File: config.mk
export PLATFORM = sky130hd
export DESIGN_NAME = otter_mmio_responder_flat
export DESIGN_NICKNAME = d
export VERILOG_FILES = /design/src/rtl/otter_mmio_pkg.sv /design/src/rtl/otter_mmio_responder_if.sv /design/src/rtl/otter_mmio_timer.sv /design/src/rtl/otter_mmio_responder.sv /design/src/flat_wrapper.sv
export SDC_FILE = /design/constraint.sdc
export NUM_CORES = 1
export LEC_CHECK = 0
export ABC_CLOCK_PERIOD_IN_PS = 17480
export CAP_MARGIN = 20
export CORE_MARGIN = 5
export CORE_UTILIZATION = 56
export CTS_CLUSTER_DIAMETER = 120
export DETAILED_ROUTE_END_ITERATION = 10
export PLACE_DENSITY = 0.92
export SETUP_SLACK_MARGIN = 0.3
export SYNTH_ARGS = -nofsm -noshare
export SYNTH_HDL_FRONTEND = slang
export SYNTH_SLANG_ARGS = --single-unit
File: constraint.sdc
create_clock -name CLK -period 17.48 [get_ports CLK]
set_clock_uncertainty 0.2 [all_clocks]
set_input_delay 5.244 -clock CLK [delete_from_list [all_inputs] [get_ports CLK]]
set_output_delay 5.244 -clock CLK [all_outputs]
set_load 0.005 [all_outputs]
File: src/rtl/otter_mmio_pkg.sv
// Purpose: shared register map, CTRL/STATUS bit positions and CTRL layout for the OTTER MMIO responder.
// Latency: n/a (constants and types only).
// Backpressure: n/a.
package otter_mmio_pkg;

  // Byte offsets within the decoded 256-byte window
  localparam logic [7:0] OFF_SW     = 8'h00;
  localparam logic [7:0] OFF_BTN    = 8'h04;
  localparam logic [7:0] OFF_LED    = 8'h20;
  localparam logic [7:0] OFF_SSEG   = 8'h40;
  localparam logic [7:0] OFF_CTRL   = 8'h60;
  localparam logic [7:0] OFF_COUNT  = 8'h64;
  localparam logic [7:0] OFF_CMP    = 8'h68;
  localparam logic [7:0] OFF_STATUS = 8'h6C;

  // CTRL bit positions
  localparam int CTRL_EN   = 0;
  localparam int CTRL_AUTO = 1;
  localparam int CTRL_TIE  = 2;
  localparam int CTRL_BIE  = 3;

  // STATUS bit positions
  localparam int STATUS_TPEND = 0;
  localparam int STATUS_BPEND = 1;

  // CTRL register; packed so that en lands on bit 0
  typedef struct packed {
    logic bie;
    logic tie;
    logic auto_rld;
    logic en;
  } ctrl_t;

endpackage

File: src/rtl/otter_mmio_responder_if.sv
// Purpose: memory-block <-> IO responder bus (address, strobes, write data, read data).
// Latency: n/a (wires only); read data is combinational in the responder.
// Backpressure: none; every access completes in the cycle it is presented.
// Modports: master = memory block (drives IO_ADDR/IO_WR/IO_RD/IO_DIN), slave = responder (drives IO_IN).
interface otter_mmio_responder_if;
  logic [31:0] IO_ADDR;
  logic        IO_WR;
  logic        IO_RD;
  logic [31:0] IO_DIN;
  logic [31:0] IO_IN;

  modport master (output IO_ADDR, output IO_WR, output IO_RD, output IO_DIN, input IO_IN);
  modport slave  (input IO_ADDR, input IO_WR, input IO_RD, input IO_DIN, output IO_IN);
endinterface

File: src/rtl/otter_mmio_timer.sv
// Purpose: prescaled 32-bit timer with compare, one-shot or auto-reload on match.
// Latency: match/en_clr are combinational from registered state; COUNT/CMP writes visible next cycle.
// Backpressure: none; a COUNT write always wins over a same-cycle tick update.
// Ports: clk/rst, en/auto_rld from CTRL, count_wr/cmp_wr + wdata from the decoder,
//        count/cmp readback, match pulse (tick with COUNT==CMP), en_clr (one-shot stop request).
module otter_mmio_timer #(
  parameter int unsigned PRESCALE = 100
) (
  input  logic        clk,
  input  logic        rst,
  input  logic        en,
  input  logic        auto_rld,
  input  logic        count_wr,
  input  logic        cmp_wr,
  input  logic [31:0] wdata,
  output logic [31:0] count,
  output logic [31:0] cmp,
  output logic        match,
  output logic        en_clr
);

  localparam int unsigned PW = (PRESCALE > 1) ? $clog2(PRESCALE) : 1;
  localparam logic [PW-1:0] PRESC_LAST = PW'(PRESCALE - 1);

  logic [PW-1:0] presc;
  logic          tick;

  assign tick   = en && (presc == PRESC_LAST);
  assign match  = tick && (count == cmp);
  assign en_clr = match && !auto_rld;

  always_ff @(posedge clk or posedge rst) begin
    if (rst) begin
      presc <= '0;
      count <= '0;
      cmp   <= '0;
    end else begin
      // A COUNT load restarts the prescale period so the first tick is a full period away
      if (count_wr) begin
        presc <= '0;
      end else if (en) begin
        presc <= (presc == PRESC_LAST) ? '0 : presc + 1'b1;
      end

      if (cmp_wr) begin
        cmp <= wdata;
      end

      if (count_wr) begin
        count <= wdata;
      end else if (match) begin
        // One-shot holds COUNT at the match value; auto-reload restarts from 0
        if (auto_rld) count <= '0;
      end else if (tick) begin
        count <= count + 32'd1;
      end
    end
  end

endmodule

File: src/rtl/otter_mmio_responder.sv
// Purpose: OTTER MMIO responder: decode, switch/button inputs, LED/7-seg regs, timer, STATUS and IRQ.
// Latency: reads are combinational (zero cycles); writes commit on the next CLK rising edge; IRQ is registered.
// Backpressure: none; every access completes in its own cycle.
// Ports: CLK/RST (async active-high), bus (slave modport: IO_ADDR/IO_WR/IO_RD/IO_DIN in, IO_IN out),
//        SWITCHES/BUTTONS raw async inputs, LEDS/SSEG_VAL register outputs, IRQ level interrupt.
// Build option: define OTTER_MMIO_DEBOUNCE_EN to debounce each synced button over DEBOUNCE_CYC samples.
module otter_mmio_responder
  import otter_mmio_pkg::*;
#(
  parameter logic [31:0] BASE_ADDR    = 32'h1100_0000,
  parameter int unsigned SW_W         = 16,
  parameter int unsigned BTN_W        = 5,
  parameter int unsigned PRESCALE     = 100,
  parameter int unsigned DEBOUNCE_CYC = 500_000
) (
  input  logic                   CLK,
  input  logic                   RST,
  otter_mmio_responder_if.slave  bus,
  input  logic [SW_W-1:0]        SWITCHES,
  input  logic [BTN_W-1:0]       BUTTONS,
  output logic [15:0]            LEDS,
  output logic [15:0]            SSEG_VAL,
  output logic                   IRQ
);

  // ---------------- decode ----------------
  logic       hit;
  logic [7:0] offset;
  logic       wr_hit;

  assign hit    = (bus.IO_ADDR[31:8] == BASE_ADDR[31:8]) && (bus.IO_ADDR[1:0] == 2'b00);
  assign offset = bus.IO_ADDR[7:0];
  assign wr_hit = bus.IO_WR && hit;

  // Reads carry no side effects, so the read enable has nothing to qualify
  logic unused_rd;
  assign unused_rd = bus.IO_RD;

  // ---------------- input synchronizers ----------------
  logic [SW_W-1:0]  sw_s1, sw_s2;
  logic [BTN_W-1:0] btn_s1, btn_s2;
  logic [BTN_W-1:0] btn_val;
  logic [BTN_W-1:0] btn_prev;

  always_ff @(posedge CLK or posedge RST) begin
    if (RST) begin
      sw_s1  <= '0;
      sw_s2  <= '0;
      btn_s1 <= '0;
      btn_s2 <= '0;
    end else begin
      sw_s1  <= SWITCHES;
      sw_s2  <= sw_s1;
      btn_s1 <= BUTTONS;
      btn_s2 <= btn_s1;
    end
  end

`ifdef OTTER_MMIO_DEBOUNCE_EN
  localparam int unsigned DB_W = $clog2(DEBOUNCE_CYC + 1);
  logic [DB_W-1:0]  db_cnt [BTN_W];
  logic [BTN_W-1:0] btn_db;

  // Counts consecutive samples that differ from the debounced level; the level
  // flips only once DEBOUNCE_CYC of them arrive in a row.
  always_ff @(posedge CLK or posedge RST) begin
    if (RST) begin
      btn_db <= '0;
      for (int i = 0; i < int'(BTN_W); i++) db_cnt[i] <= '0;
    end else begin
      for (int i = 0; i < int'(BTN_W); i++) begin
        if (btn_s2[i] == btn_db[i]) begin
          db_cnt[i] <= '0;
        end else if (db_cnt[i] == DB_W'(DEBOUNCE_CYC - 1)) begin
          btn_db[i] <= btn_s2[i];
          db_cnt[i] <= '0;
        end else begin
          db_cnt[i] <= db_cnt[i] + 1'b1;
        end
      end
    end
  end

  assign btn_val = btn_db;
`else
  assign btn_val = btn_s2;
`endif

  logic btn_rise;
  assign btn_rise = |(btn_val & ~btn_prev);

  // ---------------- timer ----------------
  ctrl_t       ctrl;
  logic [31:0] count, cmp;
  logic        tmr_match, tmr_en_clr;

  otter_mmio_timer #(.PRESCALE(PRESCALE)) u_timer (
    .clk      (CLK),
    .rst      (RST),
    .en       (ctrl.en),
    .auto_rld (ctrl.auto_rld),
    .count_wr (wr_hit && (offset == OFF_COUNT)),
    .cmp_wr   (wr_hit && (offset == OFF_CMP)),
    .wdata    (bus.IO_DIN),
    .count    (count),
    .cmp      (cmp),
    .match    (tmr_match),
    .en_clr   (tmr_en_clr)
  );

  // ---------------- registers ----------------
  logic tpend, bpend;
  logic w1c;

  assign w1c = wr_hit && (offset == OFF_STATUS);

  always_ff @(posedge CLK or posedge RST) begin
    if (RST) begin
      LEDS     <= '0;
      SSEG_VAL <= '0;
      ctrl     <= '0;
      tpend    <= 1'b0;
      bpend    <= 1'b0;
      btn_prev <= '0;
      IRQ      <= 1'b0;
    end else begin
      btn_prev <= btn_val;

      if (wr_hit && (offset == OFF_LED))  LEDS     <= bus.IO_DIN[15:0];
      if (wr_hit && (offset == OFF_SSEG)) SSEG_VAL <= bus.IO_DIN[15:0];

      // Software CTRL write overrides the timer's one-shot stop
      if (wr_hit && (offset == OFF_CTRL)) ctrl <= ctrl_t'(bus.IO_DIN[3:0]);
      else if (tmr_en_clr)                ctrl.en <= 1'b0;

      // Hardware set wins over a same-cycle write-1-to-clear
      if (tmr_match)                            tpend <= 1'b1;
      else if (w1c && bus.IO_DIN[STATUS_TPEND]) tpend <= 1'b0;

      if (btn_rise)                             bpend <= 1'b1;
      else if (w1c && bus.IO_DIN[STATUS_BPEND]) bpend <= 1'b0;

      IRQ <= (tpend && ctrl.tie) || (bpend && ctrl.bie);
    end
  end

  // ---------------- read mux ----------------
  logic [31:0] rdata;

  always_comb begin
    rdata = '0;
    if (hit) begin
      case (offset)
        OFF_SW:     rdata = 32'(sw_s2);
        OFF_BTN:    rdata = 32'(btn_val);
        OFF_LED:    rdata = {16'h0, LEDS};
        OFF_SSEG:   rdata = {16'h0, SSEG_VAL};
        OFF_CTRL:   rdata = {28'h0, ctrl};
        OFF_COUNT:  rdata = count;
        OFF_CMP:    rdata = cmp;
        OFF_STATUS: rdata = {30'h0, bpend, tpend};
        default:    rdata = '0;
      endcase
    end
  end

  assign bus.IO_IN = rdata;

endmodule

File: src/flat_wrapper.sv
// flat-port wrapper written by rule: the top's interface ports become plain ports
module otter_mmio_responder_flat import otter_mmio_pkg::*;
#(
  parameter logic [31:0] BASE_ADDR    = 32'h1100_0000,
  parameter int unsigned SW_W         = 16,
  parameter int unsigned BTN_W        = 5,
  parameter int unsigned PRESCALE     = 100,
  parameter int unsigned DEBOUNCE_CYC = 500_000
)
  (CLK, RST, SWITCHES, BUTTONS, LEDS, SSEG_VAL, IRQ, bus_IO_ADDR, bus_IO_WR, bus_IO_RD, bus_IO_DIN, bus_IO_IN);
  otter_mmio_responder_if bus_i ();
  input  logic CLK;
  input  logic RST;
  input  logic [SW_W-1:0] SWITCHES;
  input  logic [BTN_W-1:0] BUTTONS;
  output logic [15:0] LEDS;
  output logic [15:0] SSEG_VAL;
  output logic IRQ;
  input wire logic [$bits(bus_i.IO_ADDR)-1:0] bus_IO_ADDR;
  input wire logic [$bits(bus_i.IO_WR)-1:0] bus_IO_WR;
  input wire logic [$bits(bus_i.IO_RD)-1:0] bus_IO_RD;
  input wire logic [$bits(bus_i.IO_DIN)-1:0] bus_IO_DIN;
  output wire logic [$bits(bus_i.IO_IN)-1:0] bus_IO_IN;
  assign bus_i.IO_ADDR = bus_IO_ADDR;
  assign bus_i.IO_WR = bus_IO_WR;
  assign bus_i.IO_RD = bus_IO_RD;
  assign bus_i.IO_DIN = bus_IO_DIN;
  assign bus_IO_IN = bus_i.IO_IN;
  otter_mmio_responder #(.BASE_ADDR(BASE_ADDR), .SW_W(SW_W), .BTN_W(BTN_W), .PRESCALE(PRESCALE), .DEBOUNCE_CYC(DEBOUNCE_CYC)) u_core (.CLK(CLK), .RST(RST), .bus(bus_i), .SWITCHES(SWITCHES), .BUTTONS(BUTTONS), .LEDS(LEDS), .SSEG_VAL(SSEG_VAL), .IRQ(IRQ));
endmodule
**Word level (Yosys, flattened, before mapping)**

Cells that the tools add are included.

- Register bits: 157
- Input port bits: 89
- Logic and storage cells: 73

- $add $sub $neg: 2
- Eq/ne operators: 11
- Mux-type cells: 15
- Bitwise logic cells: 2
- Reductions and logical operators: 26

Operators by type and width:

| kind | number |
|---|---|
| 32-bit one-hot mux with 8 select lines | 1 |
| 32-bit two-way mux | 5 |
| 8-bit by 7-bit equality test with 1-bit output (second input constant) | 5 |
| 32-bit by 1-bit adder with 32-bit output (second input constant) | 1 |
| 32-bit equality test | 1 |
| 24-bit by 21-bit equality test with 1-bit output (second input constant) | 1 |
| 7-bit two-way mux | 3 |
| 1-bit logical AND | 15 |
| 8-bit by 3-bit equality test with 1-bit output (second input constant) | 1 |
| 8-bit by 6-bit equality test with 1-bit output (second input constant) | 1 |
| 8-bit zero test | 1 |
| 2-bit nonzero test | 4 |
| 7-bit by 1-bit adder with 7-bit output (second input constant) | 1 |
| 7-bit equality test (second input constant) | 1 |
| 1-bit two-way mux | 6 |
| 5-bit AND | 1 |
| 5-bit NOT | 1 |
| 5-bit OR reduction | 1 |
| 3-bit by 2-bit inequality test with 1-bit output (second input constant) | 1 |
| 3-bit nonzero test | 1 |
| 2-bit zero test | 1 |
| 2-bit AND reduction | 1 |
| 1-bit zero test | 1 |
| 1-bit logical OR | 1 |

**Longest topological paths before layout**

Gate-level depths: netlist (run 1).

- Depth after elaboration: 7
- Gate-level depth with buffers: 9
- Depth with buffers taken out: 7

**Modules after synthesis**

From an unflattened synthesis (run 1), not the netlist that was laid out.

- Cells, all modules: 755
- Area total of the unflattened synthesis: 8126.5 µm²

By module, submodules not included:

| module | instances | cells an instance | area an instance (µm²) |
|---|---|---|---|
| otter_mmio_timer | 1 | 435 | 4226.6 |
| otter_mmio_responder | 1 | 320 | 3900.0 |

**Worst setup path after synthesis (run 1)**

OpenSTA, ideal clock, no wires.

- Kind: input to output
- From: in bus_IO_ADDR[4]
- To: out bus_IO_IN[10]
- Data arrival time: 6.709 ns
- Required time: 12.036 ns
- Setup slack: 5.327 ns
- Stages: 7
- Cell sequence: or4_4 nor2_2 nand2_2 nor3_2 buf_4 a22oi_1 a21oi_1

- Cells in the longest elaborated chain, start to end: 3
- Elaborated cells between the ends (all ways): 10

RTL lines:

| what | line | text |
|---|---|---|
| start: declaration | flat_wrapper.sv:19 | `input wire logic [$bits(bus_i.IO_ADDR)-1:0] bus_IO_ADDR;` |
| 8-bit by 7-bit equality test with 1-bit output, or another cell as far along | otter_mmio_responder.sv:153 | `case (offset)` |
| 32-bit one-hot mux with 8 select lines (*) | otter_mmio_responder.sv:153 |  |
| 32-bit two-way mux (*) | otter_mmio_responder.sv:152 | `if (hit) begin` |
| end: declaration | flat_wrapper.sv:23 | `output wire logic [$bits(bus_i.IO_IN)-1:0] bus_IO_IN;` |

Mark *: on every way between the ends. The rest lies on a longest branch, timed or not.

**Final worst setup path (run 1)**

- From: in bus_IO_ADDR[2]
- To: out bus_IO_IN[4]

Same word-level chain as after synthesis.

==> impl_metrics.tcl, run 1 <==
set metrics [dict create \
    clock_sinks 157 \
    crit_path_start_kind "primary input" \
    routed-via-count 6966 \
    grt.busiest_layer "met2" \
    io_pins 154 \
    pwr-share-comb 0.046 \
    synth_fp_nets 844 \
    synthTopCellsByArea "dfrtp_1 49%, mux2_1 6.1%, mux2_2 4.4%" \
    area_growth_pct 26.4 \
    synth_cell_types 65 \
    power.total_mw 0.754 \
    status "finished, final reports clean" \
    ant_nets 0 \
    cts_tree "yes" \
    syn_area_per_cell_um2 10.6 \
    gp_congestion 0.862 \
    syn_inst 753 \
    portBuffers 152 \
    finalWirelength_um 22700 \
    fin_crit_ns 14.07 \
    htreeDepth 4 \
    yosys_register_bits 157 \
    clk_latency_ns 0.43 \
    swShare 0.218 \
    period_share 0.805 \
    synth_common_cells "157 x dfrtp_1, 76 x nor2_1, 43 x mux2_1" \
    first_global_vias 6945 \
    drv_cap 0 \
    power_frac_seq 0.492 \
    grt_overflow 0 \
    dieWidth_um 129 \
    cts_hold_buf 0 \
    antenna_found_initial 0 \
    min_from "u_core.sw_s1[14]" \
    setup_viol 0 \
    nNetsFinal 965 \
    grt_usage 0.275 \
    timing.slew.headroom 0.310 \
    drc 0 \
    synth_top_area_cell "dfrtp_1" \
    worstHoldEndpoint "u_core.sw_s2[14]" \
    synth_area_um2 7960 \
    p_switching_mw 0.165 \
    grt_max_degree 89 \
    grt_use_met2 0.443 \
    drt-pass1-iter-count 8 \
    clockRootBuffer "clkbuf_16" \
    drive_gt1_frac 0.105 \
    leakage_nw 4.28 \
    num_rows 43 \
    ir_drop_v 0.0000856 \
    vias_per_cell 6.53 \
    r2r_start "u_core.u_timer.count[2]" \
    met1_usage 0.346 \
    critPathMaxFanout 18 \
    rsz0062_at_grt "no" \
    grt_pass1_wl_um 36300 \
    initial_core_util 0.573 \
    cp.required_ns 12.04 \
    core_area_um2 13900 \
    synth.yosys.seq_area_share 0.494 \
    worst_slew_pin_slew_ns 1.03 \
    r2r_end "u_core.u_timer.count[4]" \
    clkPwrFrac 0.463 \
    wl_per_cell_um 21.3 \
    hold_depth 0 \
    seqCellArea_um2 3930 \
    ys_warn_count 0 \
    whs_ns 0.148 \
    die_area_um2 16700 \
    cts_buffers 17 \
    drt_iter0_drc 868 \
    max_freq_mhz 71.1 \
    met3_usage 0.0936 \
    power_density_nw_per_um2 75.0 \
    yosysMostFrequentCell "dfrtp_1" \
    worst_ep_arrival_time_ns 8.63 \
    post_cts_buffers 0 \
    cts_resized 0 \
    hp-class "reg2reg" \
    maxSlewViolCount 0 \
    diodes 0 \
    rrSetupSlack_ns 14.10 \
    p_int_mw 0.589 \
    end_kind "output port" \
    worstRegToRegCells 6 \
    dp_hpwl_um 15100 \
    clk_pin_slew_worst_paths_ns 0.06 \
    nFillCells 945 \
    final.setup.tns_ns 0 \
    ys.flop_type "dfrtp_1" \
    clockBufferDepth 2 \
    final_area_um2 10100 \
    fp.dieH_um 129 \
    hold_viol_final 0 \
    async_reset_ff_frac 1.00 \
    placed_area_um2 9460 \
    crit_type "in2out" \
    netlist.area_leader.share 0.494 \
    synth_edf_count 0 \
    dp_slack_ns 3.46 \
    worst_slack_ns 3.41 \
    multiInputGateArea_um2 3670 \
]
[state kept, by name (all words and copies together) (netlist names)]
signal / flops
u_core.sw_s1: 16
u_core.sw_s2: 16
u_core.btn_s1: 5
u_core.ctrl: 4
u_core.u_timer.presc: 7
u_core.u_timer.count: 32
u_core.tpend: 1
u_core.bpend: 1
u_core.btn_prev: 5
u_core.IRQ: 1
u_core.LEDS: 16
u_core.btn_s2: 5
u_core.u_timer.cmp: 32
u_core.SSEG_VAL: 16
[critical path: stages]
cell and delay [ns]:
clkdlybuf4s50_1 0.79, nor2_2 0.10, and3_1 0.47, o41ai_4 1.01
buf_4 0.42, a31oi_1 0.08, clkdlybuf4s50_1 0.49
[power by group through the flow]
stage / sequential, mW / combinational, mW / clock (mW)
finish: 0.371 / 0.0343 / 0.349
global route: 0.371 / 0.0375 / 0.367
CTS: 0.371 / 0.0347 / 0.349
detailed placement: 0.377 / 0.0345 / 0
global placement: 0.377 / 0.0339 / 0
floorplan: 0.377 / 0.00862 / 0
[through the flow]
step	cells	util
global placement	1032	0.681
CTS	1064	0.721
finish	1067	0.725
floorplan	753	-
global route	1067	0.725
detailed placement	1032	0.681
[cells by family after synthesis]
| family | share of synthesized area |
|---|---|
| buf+inv | 0.0466 |
| compound gates | 0.151 |
| flops | 0.494 |
| simple gates | 0.156 |
| fa+ha+maj | 0.00315 |
| xor+xnor | 0.0418 |
| mux | 0.109 |
[worst max-delay path by stage]
stage	end	startpoint	slack (ns)
6_report	bus_IO_IN[4]	bus_IO_ADDR[2]	3.41
4_1_cts	bus_IO_IN[15]	bus_IO_ADDR[2]	3.43
2_1_floorplan	bus_IO_IN[10]	bus_IO_ADDR[4]	5.33
5_1_grt	bus_IO_IN[15]	bus_IO_ADDR[2]	3.19
3_5_place_dp	bus_IO_IN[6]	bus_IO_ADDR[2]	3.46
3_3_place_gp	bus_IO_IN[4]	bus_IO_ADDR[2]	3.51
[cells in the final DEF (no fill, tap or decap), types with 4 or more instances in the layout]
master,synthesis,routed
and3_1,6,6
nand2_1,35,35
xor2_1,37,37
nor3_2,4,4
nor3_1,8,8
a222oi_1,18,18
nor2_2,3,4
a21oi_1,39,39
a22oi_1,28,28
a31oi_1,25,25
clkbuf_16,0,17
and2_1,4,4
nand3_1,17,17
nor4_1,17,17
mux2_2,31,31
nor4b_1,10,10
mux2_1,43,43
o21ai_0,33,33
buf_4,6,8
clkdlybuf4s50_1,0,152
nand4_1,19,19
o31ai_1,4,4
dfrtp_1,157,157
clkinv_2,0,8
nor2_1,76,75
o21a_1,4,4
inv_1,12,11
[final cells by class]
cell class,count,area share
Tap cell,180,0.0224
Clock buffer,20,0.0454
Multi-Input combinational cell,523,0.365
Sequential cell,157,0.391
Timing Repair Buffer,163,0.162
Clock inverter,12,0.00946
Inverter,12,0.00498
[per-layer routing]
metal | vias up | wire length (um)
met5 | - | 0
met4 | 0 | 608
met3 | 61 | 2680
met2 | 464 | 10700
met1 | 3413 | 8780
li1 | 3028 | -
(Power assumes the default switching activity.)
==> inputs of run 2 (changes only) <==
--- a/config.mk
+++ b/config.mk
@@ -5,13 +5,13 @@
 export SDC_FILE = /design/constraint.sdc
 export NUM_CORES = 1
 export LEC_CHECK = 0
-export ABC_CLOCK_PERIOD_IN_PS = 17480
+export ABC_CLOCK_PERIOD_IN_PS = 13600
 export CAP_MARGIN = 20
 export CORE_MARGIN = 5
-export CORE_UTILIZATION = 56
+export CORE_UTILIZATION = 52
 export CTS_CLUSTER_DIAMETER = 120
 export DETAILED_ROUTE_END_ITERATION = 10
-export PLACE_DENSITY = 0.92
+export PLACE_DENSITY = 0.87
 export SETUP_SLACK_MARGIN = 0.3
 export SYNTH_ARGS = -nofsm -noshare
 export SYNTH_HDL_FRONTEND = slang
==> constraint.sdc (replaced) <==
create_clock -name CLK -period 13.6 [get_ports CLK]
set_clock_uncertainty 0.2 [all_clocks]
set_input_delay 4.08 -clock CLK [delete_from_list [all_inputs] [get_ports CLK]]
set_output_delay 4.08 -clock CLK [all_outputs]
set_load 0.005 [all_outputs]
==> impl_metrics.tcl, run 2 (synthesis gave the netlist of run 1 again) <==
set metrics [dict create \
    period_share 0.864 \
    cts_buffers 17 \
    crit_type "in2out" \
    diodes 0 \
    ir_drop_v 0.000105 \
    clk_pin_slew_worst_paths_ns 0.06 \
    area_growth_pct 26.9 \
    drt_iter0_drc 921 \
    layout_commonest_cell "dfrtp_1" \
    grt_overflow 0 \
    stdcell_count 1074 \
    dieWidth_um 134 \
    maxSlewViolCount 0 \
    final.setup.tns_ns 0 \
    clockRootBuffer "clkbuf_16" \
    crit_top_cell "clkdlybuf4s50_1" \
    power_density_nw_per_um2 98.4 \
    hp-class "reg2reg" \
    htreeDepth 4 \
    reg_top3 "u_core.u_timer.cmp: 32 flops, u_core.u_timer.count: 32 flops" \
    finalWirelength_um 22800 \
    nNetsFinal 965 \
    dpl.cell_count 1040 \
    dp_hpwl_um 15200 \
    cts_hold_buf 0 \
    initial_core_util 0.527 \
    drc 0 \
    power.total_mw 0.993 \
    wl_per_cell_um 21.2 \
    critPathTopFamily "buffers and inverters" \
    status "finished, final reports clean" \
    max_freq_mhz 85.1 \
    slowest_stage "o41ai_4" \
    timing.slew.headroom 0.314 \
    rsz0062_at_grt "no" \
    grt_usage 0.258 \
    antenna_found_initial 0 \
    worst_path_largest_cell_delay_ns 1.01 \
    grt_max_degree 91 \
    post_cts_buffers 0 \
    io_pins 154 \
    top_layer_used "met4" \
    final_cell_mix "157 x dfrtp_1, 152 x clkdlybuf4s50_1, 75 x nor2_1" \
    drt-pass1-iter-count 8 \
    vias_per_cell 6.42 \
    cts_resized 0 \
    path_buf_inv 3 \
    cp.required_ns 9.32 \
    clock_sinks 157 \
    gp_congestion 0.874 \
    fp.dieH_um 134 \
    wl_met2_um 10800 \
    grt_pass1_wl_um 36700 \
    leakage_nw 4.28 \
    ant_nets 0 \
    num_rows 45 \
    core_area_um2 15100 \
    first_global_vias 6827 \
    wl_met3_um 2260 \
    placed_area_um2 9470 \
    worst_slew_pin_slew_ns 1.03 \
    clk_latency_ns 0.43 \
    fin_crit_ns 11.74 \
    worst_ep_arrival_time_ns 7.46 \
    critPathMaxFanout 18 \
    setup_viol 0 \
    final_util 0.669 \
    routed-via-count 6900 \
    wl_met1_um 9120 \
    crit_path_start_kind "primary input" \
    portBuffers 152 \
    die_area_um2 17900 \
    cp_cell_sequence "clkdlybuf4s50_1 -> nor2_2 -> and3_1 -> o41ai_4 -> buf_4 -> a21oi_1 -> clkdlybuf4s50_1" \
    clockBufferDepth 2 \
    end_kind "output port" \
    final_area_um2 10100 \
    drv_cap 0 \
    cts_tree "yes" \
    hold_viol_final 0 \
    drive_gt1_frac 0.104 \
]
==> run 2: changes by cell type in the layout (fill, tap and decap cells not counted) <==
| cell | previous run | this run |
|---|---|---|
| buf_4 | 8 | 9 |
| buf_6 | 2 | 1 |
| bufinv_16 | 1 | 2 |
| clkbuf_8 | 2 | 1 |
| clkinv_2 | 8 | 2 |
| clkinv_4 | 1 | 4 |
| clkinvlp_4 | 1 | 2 |
| inv_6 | 2 | 3 |
==> run 2: through the flow <==
| step | worst slack (ns) | hold slack, ns |
|---|---|---|
| 2_1_floorplan | 3.78 | 0.131 |
| 3_3_place_gp | 1.98 | 0.131 |
| 3_5_place_dp | 1.91 | 0.135 |
| 4_1_cts | 1.85 | 0.150 |
| 5_1_grt | 1.70 | 0.156 |
| 6_report | 1.86 | 0.149 |
==> run 2: worst paths after layout <==
kind	depth (start not counted)	endpoint	slack [ns]	start
min in group asynchronous	2	u_core.sw_s2[5]	3.98	RST
worst min register to register	0	u_core.sw_s2[0]	0.15	u_core.sw_s1[0]
worst min-delay path	0	u_core.sw_s2[0]	0.15	u_core.sw_s1[0]
worst max-delay path	7	bus_IO_IN[15]	1.86	bus_IO_ADDR[2]
max in group asynchronous	3	u_core.u_timer.count[31]	7.87	RST
worst max register to register	6	u_core.u_timer.count[3]	10.21	u_core.u_timer.count[19]
==> run 2: layout make-up <==
class	count	area, um^2
Sequential cell	157	3930
Multi-Input combinational cell	523	3670
Clock inverter	12	138
Fill cell	1092	5000
Tap cell	188	235
Inverter	12	50.0
Clock buffer	19	443
Timing Repair Buffer	163	1630
==> run 2: report_power, final <==
part	total (mW)	switching, mW	leakage (nW)	internal, mW
clock network	0.472	0.196	0.280	0.275
logic	0.0442	0.0201	2.10	0.0241
registers	0.477	0.00272	1.89	0.474
==> run 2: per-layer routing <==
metal | vias to the layer above | track usage
met1 | 3412 | 0.336
met2 | 404 | 0.411
met4 | 0 | 0.0880
li1 | 3033 | -
met5 | - | 0
met3 | 51 | 0.0838
==> run 2: worst reg2reg max path, stage by stage, from the launching register on <==
cell and delay, ns:
dfrtp_1 0.49, xor2_1 0.21, nor4_1 0.50, nand4_1 0.68, nor3_4 0.85, o21ai_0 0.19, a31oi_1 0.19
==> inputs of run 3 (changes only) <==
--- a/config.mk
+++ b/config.mk
@@ -16,3 +16,4 @@
 export SYNTH_ARGS = -nofsm -noshare
 export SYNTH_HDL_FRONTEND = slang
 export SYNTH_SLANG_ARGS = --single-unit
+export TNS_END_PERCENT = 5
==> results of run 3 <==
The final DEF is identical to that of run 2; final timing and power are the same.
